`src/rtl/voltage_calculator.sv`:
```
// Turns the latest ADC sample into three BCD digits (X.YZ volts) for the 7-segment displayer.
// A registered scale-to-centivolts multiply is followed by a 10-cycle sequential double-dabble.
module voltage_calculator #(
  parameter int ADC_W   = 8,
  parameter int VREF_CV = 330
) (
  input  logic             clk,
  input  logic             rst_n,
  input  logic [ADC_W-1:0] adc_data,
  input  logic             adc_valid,
  input  logic             flag,
  output logic [3:0]       integer_data,
  output logic [3:0]       float1_data,
  output logic [3:0]       float2_data,
  output logic             busy,
  output logic             done
);

  typedef enum logic [1:0] {IDLE, MULT, CONV, DONE} state_t;

  state_t             state_reg, state_next;
  logic               busy_reg, done_reg;
  logic [ADC_W-1:0]   sample_reg;
  logic [ADC_W-1:0]   operand;
  logic [ADC_W+9:0]   prod_reg, prod_calc;
  logic [9:0]         cv_raw, cv;
  logic [21:0]        shift_reg, shift_next;
  logic [11:0]        bcd_adj;
  logic [3:0]         iter_reg;
  logic [3:0]         int_reg, f1_reg, f2_reg;

  // A sample arriving on the same edge as the request wins over the stored one.
  assign operand   = adc_valid ? adc_data : sample_reg;
  assign prod_calc = (ADC_W+10)'(operand) * (ADC_W+10)'(VREF_CV);

  assign cv_raw = prod_reg[ADC_W+9:ADC_W];
  assign cv     = (cv_raw > 10'd999) ? 10'd999 : cv_raw;

  // Add-3 correction on each BCD nibble before the left shift.
  genvar gi;
  generate
    for (gi = 0; gi < 3; gi++) begin : g_dabble
      assign bcd_adj[gi*4 +: 4] = (shift_reg[10+gi*4 +: 4] >= 4'd5)
                                  ? shift_reg[10+gi*4 +: 4] + 4'd3
                                  : shift_reg[10+gi*4 +: 4];
    end
  endgenerate

  assign shift_next = {bcd_adj, shift_reg[9:0]} << 1;

  always_comb begin
    state_next = state_reg;
    case (state_reg)
      IDLE:    if (flag) state_next = MULT;
      MULT:    state_next = CONV;
      CONV:    if (iter_reg == 4'd9) state_next = DONE;
      DONE:    state_next = IDLE;
      default: state_next = IDLE;
    endcase
  end

  always_ff @(posedge clk or negedge rst_n) begin
    if (!rst_n) begin
      state_reg <= IDLE;
      busy_reg  <= 1'b0;
    end else begin
      state_reg <= state_next;
      busy_reg  <= (state_next != IDLE);
    end
  end

  always_ff @(posedge clk or negedge rst_n) begin
    if (!rst_n) begin
      sample_reg <= '0;
      prod_reg   <= '0;
      shift_reg  <= '0;
      iter_reg   <= '0;
      int_reg    <= '0;
      f1_reg     <= '0;
      f2_reg     <= '0;
      done_reg   <= 1'b0;
    end else begin
      if (adc_valid) sample_reg <= adc_data;
      done_reg <= (state_reg == DONE);
      case (state_reg)
        IDLE: if (flag) prod_reg <= prod_calc;
        MULT: begin
          shift_reg <= {12'd0, cv};
          iter_reg  <= '0;
        end
        CONV: begin
          shift_reg <= shift_next;
          iter_reg  <= iter_reg + 4'd1;
        end
        DONE: begin
          int_reg <= shift_reg[21:18];
          f1_reg  <= shift_reg[17:14];
          f2_reg  <= shift_reg[13:10];
        end
        default: ;
      endcase
    end
  end

  assign integer_data = int_reg;
  assign float1_data  = f1_reg;
  assign float2_data  = f2_reg;
  assign busy         = busy_reg;
  assign done         = done_reg;

endmodule

```
`config.mk`:
```
export PLATFORM = sky130hd
export DESIGN_NAME = voltage_calculator
export DESIGN_NICKNAME = d
export VERILOG_FILES = /design/src/rtl/voltage_calculator.sv
export SDC_FILE = /design/constraint.sdc
export NUM_CORES = 1
export LEC_CHECK = 0
export CAP_MARGIN = 15
export CORE_MARGIN = 4
export CORE_UTILIZATION = 55
export DETAILED_ROUTE_END_ITERATION = 8
export PLACE_DENSITY = 0.72
export SLEW_MARGIN = 40
export SYNTH_ARGS = -nofsm -noshare
export SYNTH_HDL_FRONTEND = slang
export SYNTH_SLANG_ARGS = --single-unit
```
`constraint.sdc`:
```
create_clock -name clk -period 4 [get_ports clk]
set_input_delay 0.6 -clock clk [delete_from_list [all_inputs] [get_ports clk]]
set_output_delay 0.6 -clock clk [all_outputs]
set_load 0.02 [all_outputs]
```
==> impl_metrics.toml <==
[detailed_routing]
drt-initial-drc-count = 74
first_pass_iters = 4
finalWirelength_mm = 6.87
wl_per_cell_um = 14.2
via_count_normalized_by_instance_count = 5.52
routed-via-count = 2678
ant_nets = 0
residual_drc_count = 0

[power]
power.density_cell_area_nw_per_um2 = 657
vdd_ir_drop_max_mv = 0.468
total_leakage_power_nw = 2.14

[grt]
grt_max_degree = 45
grt_antenna_before_repair = 0
grt-ovfl-total = 0
grt.total_usage_pct = 19.3
wire_length_of_the_first_global_routing_pass_mm = 11.8
grt_pass1_vias = 2615

[final_layout]
fraction_of_layout_instances_using_a_drive_strength_above_1_pct = 18.6
finalNonFillerCells = 485
antennaDiodeCount = 0
final_common_cell = "dfrtp_1"
multiInputGateArea_um2 = 1920
most_used_cells_in_the_layout_excluding_fill_and_tap_cells = "59 x dfrtp_1, 53 x ha_1, 39 x inv_1"
largest_register_ff_count = 22
register_area_um2 = 1480
fin_nets = 473
final.fill_count = 476
area.growth.synth_to_final_pct = 21.9

[logic_synthesis]
synth_sequential_area_ratio_pct = 41.1
postSynthNetCount = 414
yosys.area_share.xor_xnor_pct = 1.95
post_synthesis_instance_area_um2 = 3590
synthesis.area_per_instance_um2 = 10.4
synth_simple_gate_area_share_pct = 9.27
synth-edff-count = 0
flops_latches_synth = 59
synth_cell_types = 44
netlist_instances = 344
synth_ff_type = "dfrtp_1"
synth_async_sr_flop_share_pct = 100
yosys-mux-area-fraction_pct = 8.71
synth_top_family_by_area = "adder cells"
ys_warn_count = 0
post_synthesis_adder_cell_area_fraction_pct = 21.3
area_fraction_in_compound_gates_after_synthesis_pct = 12.2

[placed_design]
port_buffers = 25
dp_hpwl_mm = 5.12
gp_congestion = 0.894
dp.cells = 469
pre_cts_ws_ns = -0.486

[setup_path]
critical_path.top_delay_family = "adder cells"
critPathArrivalTime_ns = 4.10
crit_path_max_fanout = 6
critical_r2r_launch = "sample_reg[1]"
worstPathRequired_ns = 4.28
crit_chain = "dlygate4sd2_1, mux2_2, ha_1, inv_1, fa_1, inv_1, ha_1, ha_1, ha_1, inv_1, a221oi_2, o21ai_2, or4_1, nand3_1"
r2r-end = "prod_reg[14]"
timing.critical_path.buf_inv = 4
worst-path-stages = 14
critPathLaunchType = "primary input"
critPathKind = "primary input to flop"
timing.critical_path.to = "prod_reg[14]"
worst_r2r_path_depth = 13
critical_path.endpoint_type = "flop"
max_stage_delay_ns = 0.49
ff2ff_setup_slack_ns = 0.52
critPathSlowestCell = "fa_1"
worstSetupStartpoint = "adc_valid"
path_common_cell = "ha_1"

[clocking]
tritoncts.num_buffers = 9
cts_tree = "built"
ctsRootBufferMaster = "clkbuf_8"
cts.path.max_buffers = 2
clock-sinks = 59
clkLatencyLatePin_ns = 0.34
count_of_buffers_added_by_post_cts_timing_repair_for_setup = 0
clkTransAtPathRegs_ns = 0.07
h-tree-depth = 3

[timing]
fmax_mhz = 262
timing_worst_slew_pin_value_ns = 0.706
relative_slew_margins_pct = 52.9
timing.final.hold_violations = 0
finalSetupViolations = 0
fin_skew_ns = 0.00781
timing_max_transition_violations_final = 0
period_needed_ns = 3.82
postLayoutSetupSlackWorst_ns = 0.177
final.period_utilization_pct = 95.6
rsz0062_at_grt = "no"
totalNegativeSetupSlack_ns = 0

[job]
cap_viol_max_count = 0

[floorplan]
floorplan.core_area_um2 = 6350
die_w_um = 88.8
die_y_um = 88.8
initial_utilization_pct = 56.5
design.portCount = 26
die_area_um2 = 7880
rows = 29

[hold_path]
hold_path_class = "primary input to async pin"

[run_status]
status = "complete, no violations"
synth_stat cells, drive strengths merged (3+ instances only):
master	n	area [um^2]
dfrtp	59	1480
ha	53	663
inv	39	146
a21oi	23	115
mux2	18	203
nor2	17	63.8
nand2	16	60.1
o21ai	15	78.8
nand3	12	60.1
mux2i	11	110
o22ai	9	56.3
nor3	8	40.0
clkbuf	7	26.3
xnor2	6	52.6
buf	5	25.0
fa	5	100
nand4	5	31.3
a21o	4	30.0
a31oi	4	25.0
nand2b	3	18.8
metal layers:
metal | part of all wire (%) | global-route usage [%] | routed length, um | vias to the layer above
li1 | - | - | - | 1325
met1 | 44 | 24.1 | 3000 | 1295
met2 | 51 | 32.7 | 3530 | 44
met3 | 3.2 | 4.56 | 219 | 14
met4 | 1.7 | 6.87 | 120 | 0
met5 | 0 | 0 | 0 | -
how the worst min path moves through the flow:
| stage | start | endpoint | slack (ns) | cells past startpoint |
|---|---|---|---|---|
| final | rst_n | busy | 0.22 | 1 |
| after global routing | rst_n | iter_reg[1] | 0.24 | 1 |
| after CTS | rst_n | iter_reg[1] | 0.23 | 1 |
| after detailed placement | prod_reg[12] | prod_reg[12] | 0.48 | 2 |
| after global placement | prod_reg[8] | prod_reg[8] | 0.46 | 2 |
| after floorplan | rst_n | busy | 0.30 | 0 |
repair_timing:
| action | in CTS | in global routing |
|---|---|---|
| hold buffers | 0 | 0 |
| resized for setup | 1 | 1 |
| setup endpoints to repair | 5 | 2 |
report_power, final:
part | leakage (nW) | total (mW) | internal, mW | switching [mW]
clock | 0.113 | 0.622 | 0.384 | 0.238
sequential | 0.757 | 0.855 | 0.761 | 0.0937
combinational | 1.27 | 1.40 | 0.627 | 0.773
total | 2.14 | 2.88 | 1.77 | 1.10
per-stage QoR:
step / total power [mW] / hold slack (ns) / instance area (um^2) / util [%]
6_report: 2.88 / 0.220 / 4380 / 68.9
5_1_grt: 3.13 / 0.239 / 4380 / 68.9
4_1_cts: 2.90 / 0.226 / 4370 / 68.8
3_5_place_dp: 2.28 / 0.480 / 4150 / 65.3
3_3_place_gp: 2.23 / 0.465 / 4140 / 65.2
2_1_floorplan: 1.83 / 0.304 / 3590 / -
cells by family (layout without fill, tap and decap cells):
| kind of cell | after synthesis | count (layout) |
|---|---|---|
| xor gates and xnor gates | 8 | 8 |
| adders and majority gates | 58 | 58 |
| muxes | 29 | 29 |
| buffers and inverters | 51 | 115 |
| and+or+nand+nor | 70 | 70 |
| DFF | 59 | 59 |
| AOI/OAI and AO/OA | 69 | 69 |
layout make-up:
| class | count | area share (%) |
|---|---|---|
| well taps | 77 | 2.20 |
| multi-input cells | 234 | 43.9 |
| clock inverters | 4 | 1.66 |
| flip-flops and latches | 59 | 33.7 |
| clock buffers | 12 | 3.55 |
| repair buffers | 60 | 11.6 |
| inverters | 39 | 3.35 |
Power figures use the tool's default switching activity.
